**config.mk**
```make
export PLATFORM = sky130hd
export DESIGN_NAME = clkdiv_seq_ctrl_flat
export DESIGN_NICKNAME = d
export VERILOG_FILES = /design/src/rtl/clkdiv_seq_ctrl_if.sv /design/src/rtl/clkdiv_seq_ctrl.sv /design/src/flat_wrapper.sv
export SDC_FILE = /design/constraint.sdc
export NUM_CORES = 1
export LEC_CHECK = 0
export ABC_CLOCK_PERIOD_IN_PS = 3100
export CAP_MARGIN = 20
export CORE_MARGIN = 1.5
export CORE_UTILIZATION = 51
export DETAILED_ROUTE_END_ITERATION = 7
export PLACE_DENSITY = 0.83
export SYNTH_ARGS = -nofsm -noshare
export SYNTH_HDL_FRONTEND = slang
export SYNTH_SLANG_ARGS = --single-unit
```
**constraint.sdc**
```tcl
create_clock -name clk -period 3.1 [get_ports clk]
set_input_delay 0.465 -clock clk [delete_from_list [all_inputs] [get_ports clk]]
set_output_delay 0.465 -clock clk [all_outputs]
set_load 0.05 [all_outputs]
```
**src/rtl/clkdiv_seq_ctrl_if.sv**
```systemverilog
// Control/status bundle for clkdiv_seq_ctrl.
//   master : config/control side (drives en, div_req, div_val)
//   slave  : divider controller (drives ack/busy/err and the divided clock)
// Signals:
//   en          run request
//   div_req     divisor change request (pulse or level)
//   div_val     requested divisor, valid with div_req
//   div_ack     1-cycle pulse, new divisor in effect
//   busy        accepted change pending
//   err         1-cycle pulse, illegal divisor dropped
//   clk_out     divided clock
//   period_tick high in last clk cycle of each clk_out period
//   running     controller in RUN
interface clkdiv_seq_ctrl_if #(
  parameter int WIDTH = 4
);
  logic             en;
  logic             div_req;
  logic [WIDTH-1:0] div_val;
  logic             div_ack;
  logic             busy;
  logic             err;
  logic             clk_out;
  logic             period_tick;
  logic             running;

  modport master (
    output en, div_req, div_val,
    input  div_ack, busy, err, clk_out, period_tick, running
  );

  modport slave (
    input  en, div_req, div_val,
    output div_ack, busy, err, clk_out, period_tick, running
  );
endinterface

```
**src/rtl/clkdiv_seq_ctrl.sv**
```systemverilog
// Programmable 50%-duty clock divider with a sequencing controller.
// Divisor changes and start/stop only take effect at clk_out period
// boundaries, so clk_out never glitches or truncates a period.
// Even N uses a posedge flop only; odd N ORs in a negedge flop that
// stretches the high phase by half an input cycle.
// Ports:
//   clk  input clock (control on posedge, one half-cycle flop on negedge)
//   rst  synchronous active-high reset
//   bus  clkdiv_seq_ctrl_if.slave: en, div_req, div_val in;
//        div_ack, busy, err, clk_out, period_tick, running out
module clkdiv_seq_ctrl #(
  parameter int WIDTH       = 4,
  parameter int DEFAULT_DIV = 3
) (
  input  logic               clk,
  input  logic               rst,
  clkdiv_seq_ctrl_if.slave   bus
);

  typedef enum logic {IDLE = 1'b0, RUN = 1'b1} state_t;

  localparam logic [WIDTH-1:0] DEF_DIV = DEFAULT_DIV[WIDTH-1:0];
  localparam logic [WIDTH-1:0] ONE     = {{(WIDTH-1){1'b0}}, 1'b1};
  localparam logic [WIDTH-1:0] TWO     = ONE << 1;

  state_t           state, state_n;
  logic [WIDTH-1:0] cnt, cnt_n;
  logic [WIDTH-1:0] div_reg, div_n;
  logic [WIDTH-1:0] pend_val, pend_n;
  logic             busy_q, busy_n;
  logic             ack_q, ack_n;
  logic             err_q, err_n;
  logic             pos_q, pos_n;
  logic             neg_q;
  logic             boundary;

  // Last input cycle of the current clk_out period.
  assign boundary = (state == RUN) && (cnt == div_reg - ONE);

  always_ff @(posedge clk) begin
    if (rst) begin
      state    <= IDLE;
      cnt      <= '0;
      div_reg  <= DEF_DIV;
      pend_val <= '0;
      busy_q   <= 1'b0;
      ack_q    <= 1'b0;
      err_q    <= 1'b0;
      pos_q    <= 1'b0;
    end else begin
      state    <= state_n;
      cnt      <= cnt_n;
      div_reg  <= div_n;
      pend_val <= pend_n;
      busy_q   <= busy_n;
      ack_q    <= ack_n;
      err_q    <= err_n;
      pos_q    <= pos_n;
    end
  end

  // Half-cycle delayed copy of pos_q; only used for odd divisors.
  always_ff @(negedge clk) begin
    if (rst) neg_q <= 1'b0;
    else     neg_q <= pos_q;
  end

  always_comb begin
    state_n = state;
    cnt_n   = cnt;
    div_n   = div_reg;
    pend_n  = pend_val;
    busy_n  = busy_q;
    ack_n   = 1'b0;
    err_n   = 1'b0;

    case (state)
      IDLE: begin
        if (bus.en) begin
          state_n = RUN;
          cnt_n   = '0;
        end
      end
      RUN: begin
        if (boundary) begin
          // Pending change lands first, then stop is evaluated; both may apply.
          if (busy_q) begin
            div_n  = pend_val;
            busy_n = 1'b0;
            ack_n  = 1'b1;
          end
          cnt_n = '0;
          if (!bus.en) state_n = IDLE;
        end else begin
          cnt_n = cnt + ONE;
        end
      end
      default: state_n = IDLE;
    endcase

    // Acceptance uses the pre-edge busy, so a request taken on a boundary
    // edge is not applied by that same boundary.
    if (bus.div_req && !busy_q) begin
      if (bus.div_val < TWO) begin
        err_n = 1'b1;
      end else if (state == IDLE) begin
        div_n = bus.div_val;
        ack_n = 1'b1;
      end else begin
        pend_n = bus.div_val;
        busy_n = 1'b1;
      end
    end

    // Registered together with cnt so the high phase tracks the new count.
    pos_n = (state_n == RUN) && (cnt_n < (div_n >> 1));
  end

  assign bus.clk_out     = pos_q | (div_reg[0] & neg_q);
  assign bus.period_tick = boundary;
  assign bus.running     = (state == RUN);
  assign bus.div_ack     = ack_q;
  assign bus.busy        = busy_q;
  assign bus.err         = err_q;

endmodule

```
**src/flat_wrapper.sv**
```systemverilog
// flat-port wrapper written by rule: the top's interface ports become plain ports
module clkdiv_seq_ctrl_flat 
#(
  parameter int WIDTH       = 4,
  parameter int DEFAULT_DIV = 3
)
  (clk, rst, bus_en, bus_div_req, bus_div_val, bus_div_ack, bus_busy, bus_err, bus_clk_out, bus_period_tick, bus_running);
  clkdiv_seq_ctrl_if #(.WIDTH(WIDTH)) bus_i ();
  input  logic clk;
  input  logic rst;
  input wire logic [$bits(bus_i.en)-1:0] bus_en;
  input wire logic [$bits(bus_i.div_req)-1:0] bus_div_req;
  input wire logic [$bits(bus_i.div_val)-1:0] bus_div_val;
  output wire logic [$bits(bus_i.div_ack)-1:0] bus_div_ack;
  output wire logic [$bits(bus_i.busy)-1:0] bus_busy;
  output wire logic [$bits(bus_i.err)-1:0] bus_err;
  output wire logic [$bits(bus_i.clk_out)-1:0] bus_clk_out;
  output wire logic [$bits(bus_i.period_tick)-1:0] bus_period_tick;
  output wire logic [$bits(bus_i.running)-1:0] bus_running;
  assign bus_i.en = bus_en;
  assign bus_i.div_req = bus_div_req;
  assign bus_i.div_val = bus_div_val;
  assign bus_div_ack = bus_i.div_ack;
  assign bus_busy = bus_i.busy;
  assign bus_err = bus_i.err;
  assign bus_clk_out = bus_i.clk_out;
  assign bus_period_tick = bus_i.period_tick;
  assign bus_running = bus_i.running;
  clkdiv_seq_ctrl #(.WIDTH(WIDTH), .DEFAULT_DIV(DEFAULT_DIV)) u_core (.clk(clk), .rst(rst), .bus(bus_i));
endmodule
```
======== After elaboration in Yosys (flattened, before gate mapping) ========
Cells that the tools add are included.
word-level totals
  flip-flop bits (word level) ............. 18
  output and inout bits ................... 6
  word-level logic and storage cells ...... 49
operators by class
  add/sub/neg operators ................... 2
  magnitude comparators ................... 2
  equality and inequality tests ........... 1
  muxes and demuxes ....................... 24
  bitwise logic cells ..................... 5
  reduce and logical (&&, ||, !) cells .... 6
operators by type and width
  operator                                                    number
  2-to-1 mux 4 bit                                            8
  2-to-1 mux 1 bit                                            14
  one-hot mux 4 bit (2 select lines)                          1
  adder 4 x 1 -> 4 bit, second input constant                 1
  == test 4 bit                                               1
  less-than comparator 4 x 2 -> 1 bit, second input constant  1
  less-than comparator 4 x 3 -> 1 bit                         1
  subtractor 4 x 1 -> 4 bit, second input constant            1
  logical AND 1 bit                                           3
  inverter 1 bit                                              3
  AND reduction 3 bit                                         1
  one-hot mux 1 bit (2 select lines)                          1
  OR reduction 2 bit                                          1
  AND 1 bit                                                   1
  zero test 1 bit                                             1
  bitwise OR 1 bit                                            1

======== Longest topological paths before layout ========
  depth in word-level cells ............... 10
  gate-level depth with buffers ........... 11
  gate-level depth less buffers ........... 11

==> impl_metrics.ini <==
[status]
status = completed

[global_route]
grt_max_degree = 19
grt_overflow = 0
grt_pass1_vias = 678
gr-usage-all-layers_pct = 19.2
antenna_found_initial = 0
grt_pass1_wl_microns = 2900

[routing]
drtAntennaViolNets = 0
first_pass_iters = 4
vias = 720
drtIter0Drc = 12
top_layer_used = met4
drt-vias-per-instance = 5.14
wl_microns = 1770
dr_wl_met3_microns = 57
wl_per_cell_microns = 12.6
drc = 0
wl_met1_microns = 808
met2_length_microns = 879

[die]
die_h_microns = 45.8
chipWidth_microns = 45.8
io_pins = 14
core_area_sq_mm = 0.00173
num_rows = 15
initial_core_util_pct = 54.2
dieArea_sq_mm = 0.00210

[logic_synthesis]
synth_top_family_by_area = simple AND/OR/NAND/NOR gates
synth_compound_area_share_pct = 12.3
synth_cells = 101
muxShareOfSynthArea_pct = 9.89
postSynthAreaPerCell_sq_um = 9.27
yosysWarnings = 0
synth-adder-area-share_pct = 5.35
syn-num-nets = 113
synth.cell_area_sq_um = 936
yosys.area_share.simple_pct = 21.8
synth-seq-area-share_pct = 38.5
yosys.cell_types.count = 33
synth_seq_cells = 18
synthXorXnorAreaFrac_pct = 7.75

[setup_path]
end_kind = output pin
crit_buf_inv = 1
critPathSlowestCell = dfxtp_1
crit_fanout = 1
cp.arrival_ns = 2.53
max_stage_delay_ns = 0.29
required_ns = 2.63
cpLargestDelayFamily = flip-flops
cp-start-kind = flip-flop
worstPathCellList = a21o_1, buf_12
critPathKind = reg2out

[clock_tree]
clockRootBuffer = clkbuf_4
clk_latency_ns = 0.34
clkSlewWorstSetupHoldPaths_ns = 0.11
post-cts-setup-buffer-count = 0
htreeDepth = 1
cts.sinks = 18
cts_tree = done
cts_made_buffers = 3
cts_max_path_buffers = 2

[layout]
fillers = 145
antennaDiodeCount = 0
nets = 128
syn_to_final_growth_pct = 20.6
final_cell_mix = dfxtp_1 (18), nor2_1 (14), clkdlybuf4s50_1 (11)
layout-drive-gt1-share_pct = 11.3
final_common_cell = dfxtp_1

[sta]
fin_tns_setup_ns = 0
finalHoldViolCount = 0
setup_violations = 0
worst_pin_slew_ns = 0.501
rsz0062_at_grt = false
fin_skew_ns = 0.0562
setup_slack_ns = 0.106
report.final.slew_viol_count = 0
slew_headroom_pct = 66.5

[placement]
port-buffer-count = 13
pre_cts_ws_ns = 0.352
dp_hpwl_microns = 1360
place_congestion = 0.857

[hold_path]
hold_class = reg2reg

[power]
ir_drop_uv = 299
p_leak_uw = 0.000523
p_per_area_mw_per_mm2 = 451

[job]
drv_cap = 0
-- repair_timing --
| action | 4_1_cts | 5_1_grt |
|---|---|---|
| resized for setup | 0 | 1 |
| hold buffers | 0 | 0 |
| endpoints found under the setup margin | 0 | 1 |
-- logic make-up (layout without fill, tap and decap cells) --
| group | count (synthesis) | in the layout |
|---|---|---|
| simple gates | 37 | 37 |
| buf+inv | 11 | 25 |
| flops | 18 | 18 |
| compound gates | 17 | 17 |
| mux | 9 | 9 |
| xor+xnor | 5 | 5 |
| fa+ha+maj | 4 | 4 |
-- power breakdown --
group	total [uW]	switching, uW	internal [uW]
Clock	125	73.7	51.6
Combinational	128	69.9	58.2
Sequential	256	11.2	245
Total	510	155	355
-- final cells by class --
class	instances	area, sq um	share of cell area (%)
clock buffer	4	26.3	2.33
clock inverter	1	3.75	0.333
inverter	6	22.5	2.00
multi-input combinational	72	534	47.3
sequential	18	360	31.9
tap	25	31.3	2.77
timing repair buffer	14	150	13.3
-- final timing paths --
path | slack (ns) | from | cells after the start | endpoint
setup / recovery | 0.11 | u_core.neg_q | 2 | bus_clk_out
hold / removal | 0.51 | u_core.pend_val[2] | 2 | u_core.pend_val[2]
setup reg to reg | 0.36 | u_core.div_reg[0] | 11 | u_core.pos_q
hold reg to reg | 0.51 | u_core.pend_val[2] | 2 | u_core.pend_val[2]
-- cell usage after synthesis --
cell / n / area share [%]
a2111o_1: 1 / 1.2
a21o_1: 1 / 0.80
a21oi_1: 8 / 4.3
a22o_1: 1 / 0.94
a31oi_1: 2 / 1.3
and2_1: 2 / 1.3
clkbuf_1: 4 / 1.6
dfxtp_1: 18 / 39
ha_1: 4 / 5.3
inv_1: 7 / 2.8
mux2_1: 1 / 1.2
mux2_2: 1 / 1.2
mux2i_1: 7 / 7.5
nand2_1: 2 / 0.80
nand2b_1: 3 / 2.0
nand3_1: 1 / 0.53
nand3_2: 1 / 1.1
nor2_1: 14 / 5.6
nor2b_1: 3 / 2.0
nor3_1: 4 / 2.1
nor3_2: 1 / 1.1
nor3_4: 1 / 1.7
nor3b_1: 1 / 0.80
o211a_1: 1 / 1.1
o21a_4: 1 / 1.6
o21ai_0: 1 / 0.53
o21ai_1: 1 / 0.53
or2_1: 1 / 0.67
or2_2: 1 / 0.67
or3_1: 2 / 1.3
xnor2_2: 2 / 3.5
xnor3_1: 1 / 2.4
xor2_1: 2 / 1.9
-- worst min-delay path: cells and delay by family, from the launching register on --
family | cells | cell delay [ns]
flops | 1 | 0.34
simple gates | 1 | 0.07
mux | 1 | 0.07
-- per-stage QoR --
step	instances	hold slack (ns)	utilization, %	cell area (sq um)	power (uW)
after global placement	136	0.477	63.7	1100	390
final	140	0.510	65.4	1130	510
after detailed placement	136	0.485	63.7	1100	394
after CTS	140	0.513	65.2	1130	513
after global routing	140	0.540	65.4	1130	537
after floorplan	101	0.458	-	936	351
-- metal layers --
| layer | track usage (%) | up-vias |
|---|---|---|
| met4 | 6.86 | 0 |
| met2 | 33.8 | 18 |
| met1 | 23.6 | 326 |
| li1 | - | 374 |
| met3 | 2.38 | 2 |
| met5 | 0 | - |
(Power assumes the default switching activity.)
